[src/rtl/notgate_pkg.sv]
// Shared definitions for the NOT-gate responder: FSM encodings and parameter limits.
package notgate_pkg;

  // One-hot responder states.
  typedef enum logic [2:0] {
    RSP_IDLE   = 3'b001,
    RSP_ACTIVE = 3'b010,
    RSP_DONE   = 3'b100
  } rsp_state_e;

  // Default packet length, matching the checker's 65536 sends.
  localparam int unsigned DEF_PKG_LEN = 65536;

  // Response latency bounds that keep the reply inside the checker's sample window.
  localparam int unsigned LATENCY_MIN = 1;
  localparam int unsigned LATENCY_MAX = 2;

endpackage

[src/rtl/rsp_delay_line.sv]
// 1-bit shift register of configurable depth; every stage resets to 1.
module rsp_delay_line #(
  parameter int unsigned Depth = 1
) (
  input  logic clk_i,
  input  logic rst_i,
  input  logic d_i,
  output logic q_o
);

  logic [Depth-1:0] stage_q, stage_d;

  // Shift the new sample into stage 0 and move older samples along.
  always_comb begin
    stage_d    = stage_q;
    stage_d[0] = d_i;
    for (int i = 1; i < int'(Depth); i++) begin
      stage_d[i] = stage_q[i-1];
    end
  end

  // Stage registers, reset high so the output idles at ~0.
  always_ff @(posedge clk_i or posedge rst_i) begin
    if (rst_i) begin
      stage_q <= '1;
    end else begin
      stage_q <= stage_d;
    end
  end

  assign q_o = stage_q[Depth-1];

endmodule

[src/rtl/notgate_responder.sv]
// Far-end responder for the NOT-gate stimulus/check loop: returns ~RSP_IN after LATENCY
// cycles, counts stimulus transitions per packet and pulses RSP_FINISH on completion.
// Optional feature macro: RSP_INJECT_EN (corrupt every INJ_PERIOD-th response).
module notgate_responder
  import notgate_pkg::*;
#(
  parameter int unsigned PKG_LEN    = DEF_PKG_LEN,
  parameter int unsigned LATENCY    = 1,
  parameter int unsigned INJ_PERIOD = 16
) (
  input  logic        sys_clk,
  input  logic        sys_rst,
  input  logic        RSP_START,
  output logic        RSP_FINISH,
  input  logic        RSP_IN,
  output logic        RSP_OUT,
  output logic [31:0] RSP_EDGES,
  output logic [31:0] RSP_INJECTED
);

  localparam logic [31:0] PkgLenW = 32'(PKG_LEN);

  rsp_state_e  state_q, state_d;
  logic [31:0] edges_q, edges_d;
  logic        in_d_q;
  logic        in_edge;
  logic        corrupt;
  logic        stage0_d;

  // Previous-cycle copy of the stimulus for transition detection.
  always_ff @(posedge sys_clk or posedge sys_rst) begin
    if (sys_rst) begin
      in_d_q <= 1'b0;
    end else begin
      in_d_q <= RSP_IN;
    end
  end

  assign in_edge = RSP_IN ^ in_d_q;

`ifdef RSP_INJECT_EN
  localparam bit          InjOn   = (INJ_PERIOD != 0);
  localparam logic [15:0] InjLast = InjOn ? 16'(INJ_PERIOD - 1) : 16'd0;

  logic [15:0] inj_cnt_q, inj_cnt_d;
  logic [31:0] injected_q, injected_d;

  assign corrupt = InjOn && (state_q == RSP_ACTIVE) && in_edge && (inj_cnt_q == InjLast);

  // Injection counters: cleared on arm, advanced per counted edge, wrapped at each injection.
  always_comb begin
    inj_cnt_d  = inj_cnt_q;
    injected_d = injected_q;
    if ((state_q == RSP_IDLE) && RSP_START) begin
      inj_cnt_d  = 16'd0;
      injected_d = 32'd0;
    end else if ((state_q == RSP_ACTIVE) && in_edge) begin
      if (corrupt) begin
        inj_cnt_d  = 16'd0;
        injected_d = injected_q + 32'd1;
      end else begin
        inj_cnt_d  = inj_cnt_q + 16'd1;
      end
    end
  end

  // Injection counter registers.
  always_ff @(posedge sys_clk or posedge sys_rst) begin
    if (sys_rst) begin
      inj_cnt_q  <= 16'd0;
      injected_q <= 32'd0;
    end else begin
      inj_cnt_q  <= inj_cnt_d;
      injected_q <= injected_d;
    end
  end

  assign RSP_INJECTED = injected_q;
`else
  assign corrupt      = 1'b0;
  assign RSP_INJECTED = 32'd0;
`endif

  // Packet FSM: arm in IDLE, count edges in ACTIVE, one-cycle finish pulse in DONE.
  always_comb begin
    state_d    = state_q;
    edges_d    = edges_q;
    RSP_FINISH = 1'b0;
    unique case (state_q)
      RSP_IDLE: begin
        if (RSP_START) begin
          edges_d = 32'd0;
          state_d = RSP_ACTIVE;
        end
      end
      RSP_ACTIVE: begin
        if (in_edge) begin
          edges_d = edges_q + 32'd1;
          if (edges_d == PkgLenW) begin
            state_d = RSP_DONE;
          end
        end
      end
      RSP_DONE: begin
        RSP_FINISH = 1'b1;
        state_d    = RSP_IDLE;
      end
      default: begin
        state_d = RSP_IDLE;
      end
    endcase
  end

  // FSM state and edge counter registers.
  always_ff @(posedge sys_clk or posedge sys_rst) begin
    if (sys_rst) begin
      state_q <= RSP_IDLE;
      edges_q <= 32'd0;
    end else begin
      state_q <= state_d;
      edges_q <= edges_d;
    end
  end

  assign RSP_EDGES = edges_q;

  // A corrupted edge passes the stimulus through uninverted for that one sample.
  assign stage0_d = corrupt ? RSP_IN : ~RSP_IN;

  rsp_delay_line #(
    .Depth(LATENCY)
  ) u_delay (
    .clk_i(sys_clk),
    .rst_i(sys_rst),
    .d_i  (stage0_d),
    .q_o  (RSP_OUT)
  );

endmodule

[config.mk]
export PLATFORM = sky130hd
export DESIGN_NAME = notgate_responder
export DESIGN_NICKNAME = d
export VERILOG_FILES = /design/src/rtl/notgate_pkg.sv /design/src/rtl/rsp_delay_line.sv /design/src/rtl/notgate_responder.sv
export SDC_FILE = /design/constraint.sdc
export NUM_CORES = 1
export LEC_CHECK = 0
export BUFFER_PORTS_ARGS = -buffer_cell sky130_fd_sc_hd__buf_2
export CORE_MARGIN = 5
export CORE_UTILIZATION = 54
export DETAILED_ROUTE_END_ITERATION = 12
export PLACE_DENSITY = 0.91
export SLEW_MARGIN = 20
export SYNTH_ARGS = -nofsm -noshare
export SYNTH_HDL_FRONTEND = slang
export SYNTH_SLANG_ARGS = --single-unit
export TNS_END_PERCENT = 10
[constraint.sdc]
create_clock -name sys_clk -period 3.4 [get_ports sys_clk]
set_clock_uncertainty 0.2 [all_clocks]
set_input_delay 0.68 -clock sys_clk [delete_from_list [all_inputs] [get_ports sys_clk]]
set_output_delay 0.68 -clock sys_clk [all_outputs]
set_load 0.02 [all_outputs]
* Word level (Yosys, flattened, before mapping) *
Index checks and enable logic that the tools add are counted.
W data, S select, Z words.

operators by class
  $mul = 0
  equality and inequality tests = 7
  div/mod/pow operators = 0
  bitwise logic cells = 2
  shift-type cells = 0
  magnitude comparators = 0
  mux-type cells = 8
  add/sub/neg operators = 1
  reductions and logical operators = 3

operator list
  operator                 number
  $mux W32                 2
  $pmux W32 S2             1
  $add A32 B1 Y32 const B  1
  $eq A32 B17 Y1 const B   1
  $mux W3                  3
  $ne A2 B2 Y1 const B     3
  $pmux W3 S2              1
  $reduce_and A3 Y1        2
  $eq A3 B1 Y1 const B     1
  $eq A3 B2 Y1 const B     1
  $eq A3 B3 Y1 const B     1
  $reduce_bool A2 Y1       1
  $mux W1                  1
  $not A1 Y1               1
  $xor A1 B1 Y1            1

word-level totals
  latch bits = 0
  register bits = 37
  RAM bits = 0
  word-level logic and storage cells = 25
  bits of input ports = 4
  memories = 0
  bits in read-only memories = 0
  output and inout port bits = 66

* Logic depth before layout (Yosys ltp) *
  depth after elaboration = 5
  mapped depth = 9

* By module *
Synthesis repeated with hierarchy kept, for this count alone.

unflattened totals
  cell total of the unflattened synthesis = 337
  area, all modules = 2864.0 µm²

modules (own cells, without submodules)
  module             times used  cells each  area each (µm²)
  notgate_responder  1           335         2834.0
  rsp_delay_line     1           2           30.0

* Least setup slack after synthesis *
Ideal clock, no wire load.

  path kind = flip-flop to flip-flop
  start = register edges_q[0], in the netlist RSP_EDGES[0]
  end = register state_q[1]
  data arrival time = 2459 ps
  stages on the path, launching flop included = 10
  setup slack = 612 ps
  library setup time = 129 ps
  path through = dfrtp_1 > ha_1 > and3_1 > buf_2 > and3_4 > nand4_1 > mux2_2 > and4_1 > nand4_1 > o41a_1

on the way
  word-level cells in the longest chain between the ends = 4

RTL lines
  item                                RTL line                  text
  start, declared                     notgate_responder.sv:24   logic [31:0] edges_q, edges_d;
  start signal, assigned              notgate_responder.sv:121  edges_q <= edges_d;
  $add A32 B1 Y32                     notgate_responder.sv:98   edges_d = edges_q + 32'd1;
  $eq A32 B17 Y1                      notgate_responder.sv:99   if (edges_d == PkgLenW) begin
  $ne A2 B2 Y1 (no source line)       n/a
  $reduce_and A3 Y1 (no source line)  n/a
  end signal, assigned                notgate_responder.sv:120  state_q <= state_d;
  end, declared                       notgate_responder.sv:23   rsp_state_e state_q, state_d;

Every way passes these cells.
A chain may end at the register's enable or synchronous reset.

* Worst setup path in the final report *
Ends and elaborated chain as after synthesis.

==> reports/qor.yml <==
synthesis:
  synth_edf_count: 0
  yosys.area.top_type_share_pct: 30.6
  yosysUniqueCellTypes: 57
  yosysTopAreaCell: "dfrtp_1"
  yosys-top-cells-area: "dfrtp_1 31%, buf_4 8.9%, o21ai_0 7.3%"
  syn-cell-area_um2: 2860
  syn-instance-count: 336
  synth_ff_type: "dfrtp_1"
  syn_area_per_cell_um2: 8.51
  async_flop_share_pct: 100
  synth_commonest_cells: "42 x o21ai_0, 35 x dfrtp_1, 34 x buf_4"
  synth.most_common_cell: "o21ai_0"
  seq_area_frac_synth_pct: 32.5
  yosys_register_bits: 37
  yosysWarnings: 0
global_route:
  track_usage_pct: 21.0
  grt_first_pass_wirelength_um: 11100
  antenna_found_initial: 0
  gr-total-overflow: 0
  grt_max_degree: 38
  grt_pass1_vias: 2471
setup_path:
  cpMaxStageDelayCell: "dfrtp_1"
  critPathTopFamily: "simple AND/OR/NAND/NOR gates"
  critical_path_cell_count: 8
  required_ps: 3390
  r2r_setup_slack_ps: 460
  r2r_start: "RSP_EDGES[0]$_DFFE_PP0P_"
  end_kind: "flip-flop"
  crit_start: "RSP_EDGES[0]$_DFFE_PP0P_"
  start_kind: "flip-flop"
  crit_fanout: 10
  reg2reg_depth: 8
  slowest_delay_ps: 550
  criticalPathCategory: "reg -> reg"
  r2r_end: "state_q[1]$_DFFE_PP0P_"
  cp_num_buf_inv: 0
  arrival_ps: 2920
  worstPathCellList: "ha_1 > and3_1 > and3_4 > nand4_1 > mux2_2 > and4_1 > nand4_1 > o41a_1"
  path_common_cell: "nand4_1"
clocking:
  cts_max_path_buffers: 2
  cts_setup_buffers: 0
  ctsHoldBuffers: 0
  htree_levels: 2
  ctsResizeCount: 0
  cts_buffers: 5
  cts_root_buffer: "clkbuf_8"
  clk_latency_ps: 300
  cts_sinks: 37
  path_clk_slew_ps: 80
  cts_tree: "done"
layout:
  instances_no_fill: 436
  drive_above_1_share_pct: 20.8
  multiInputGateArea_um2: 1630
  nets: 371
  syn2layout_area_growth_pct: 6.82
  antenna_cells: 0
  regArea_um2: 928
  nFillCells: 464
timing:
  final_max_slew_viol_count: 0
  worst_pin_slew_ps: 692
  max_freq_mhz: 340
  hold_violations: 0
  setup_viol: 0
  rsz0062_at_grt: "false"
  min_period_ps: 2940
  relSlewSlack_pct: 53.6
  tns_ps: 0
  finalCritPeriodShare_pct: 86.4
drt:
  routed_wl_um: 6810
  wl_per_cell_um: 15.6
  num_vias: 2596
  via_per_inst: 5.95
  first_pass_iters: 5
  route.detailed.drc: 0
  drt-initial-drc-count: 211
  ant_nets: 0
power_and_ir_drop:
  ir_drop_mv: 0.205
  p_leak_nw: 1.46
  p_per_area_nw_per_um2: 402
die:
  core_area_um2: 5140
  dieArea_um2: 6850
  row_count: 26
  initial_core_util_pct: 55.6
  dieHeight_um: 82.8
  io-pin-count: 70
  die_w_um: 82.8
flow_run:
  cap_violations: 0
placement:
  placedCellCount: 428
  hpwl_um: 4880
  portBuffers: 37
  place.gp.congestion: 0.922
worst_hold_path:
  holdCritPathClass: "in -> async"
run_status:
  status: "finished, final reports clean"
[kinds of logic (layout without fill, tap and decap cells)]
| family | Yosys count | count (layout) | synth area share [%] |
|---|---|---|---|
| buf+inv | 64 | 63 | 14.8 |
| fa+ha+maj | 2 | 2 | 0.875 |
| xor+xnor | 14 | 14 | 4.29 |
| mux | 3 | 3 | 1.31 |
| compound gates | 85 | 85 | 17.7 |
| flops | 37 | 37 | 32.5 |
| simple gates | 130 | 130 | 28.5 |
| other cells | 1 | 32 | 0.131 |
[worst reg2reg max path: stages, from the launching register on]
cell     delay, ps
dfrtp_1        550
ha_1           340
and3_1         310
and3_4         250
nand4_1        170
mux2_2         270
and4_1         190
nand4_1        110
o41a_1         430
[where the power goes]
part	total, mW	switching (mW)	internal [mW]	leakage (nW)
sequential	0.496	0.0312	0.465	0.506
combinational	0.269	0.196	0.0737	0.886
clock	0.462	0.171	0.292	0.0681
[cells in the final DEF, fill, tap and decap left out, types with 12 or more instances in the layout]
cell     synthesis  layout
nand4_1         14      14
buf_2            2      37
o21ai_0         42      42
conb_1           1      32
nor2_1          24      24
nand3_1         13      13
nand2_1         26      26
dfrtp_1         35      35
a21oi_1         12      12
inv_1           12      12
[sequential cells by signal, summed over array words and instances, names as in the netlist]
name         count
u_delay.q_o      1
in_d_q           1
state_q          3
RSP_EDGES       32
[per-layer routing]
layer | wire [µm] | vias up | GRT usage, %
met5 | 0 | - | 0
met4 | 122 | 0 | 8.33
met3 | 533 | 14 | 4.75
met2 | 3340 | 131 | 35.5
met1 | 2820 | 1244 | 25.8
li1 | - | 1207 | -
[final cells by class]
| class | count | share of cell area, % |
|---|---|---|
| Clock buffer | 5 | 2.25 |
| Clock inverter | 3 | 2.13 |
| Inverter | 12 | 1.47 |
| Multi-Input combinational cell | 266 | 53.4 |
| Sequential cell | 37 | 30.4 |
| Tap cell | 70 | 2.87 |
| Timing Repair Buffer | 43 | 7.53 |
[metrics by stage]
stage          cell area [µm²]  util [%]  worst slack [ps]  total power [mW]  hold slack, ps
2_1_floorplan             2980         -               612             0.721             293
5_1_grt                   3060      59.4               291              1.28             315
3_5_place_dp              2920      56.8               494             0.765             343
4_1_cts                   3060      59.4               474              1.22             294
3_3_place_gp              2920      56.8               609             0.754             339
6_report                  3060      59.4               462              1.23             277
[worst max-delay path by stage]
stage                                         to  slack [ps]
after detailed placement  state_q[1]$_DFFE_PP0P_         490
after global placement    state_q[1]$_DFFE_PP0P_         610
after CTS                 state_q[1]$_DFFE_PP0P_         470
after global routing      state_q[1]$_DFFE_PP0P_         290
after floorplan           state_q[1]$_DFFE_PP0P_         610
final                     state_q[1]$_DFFE_PP0P_         460
Power figures use the tool's default switching activity.
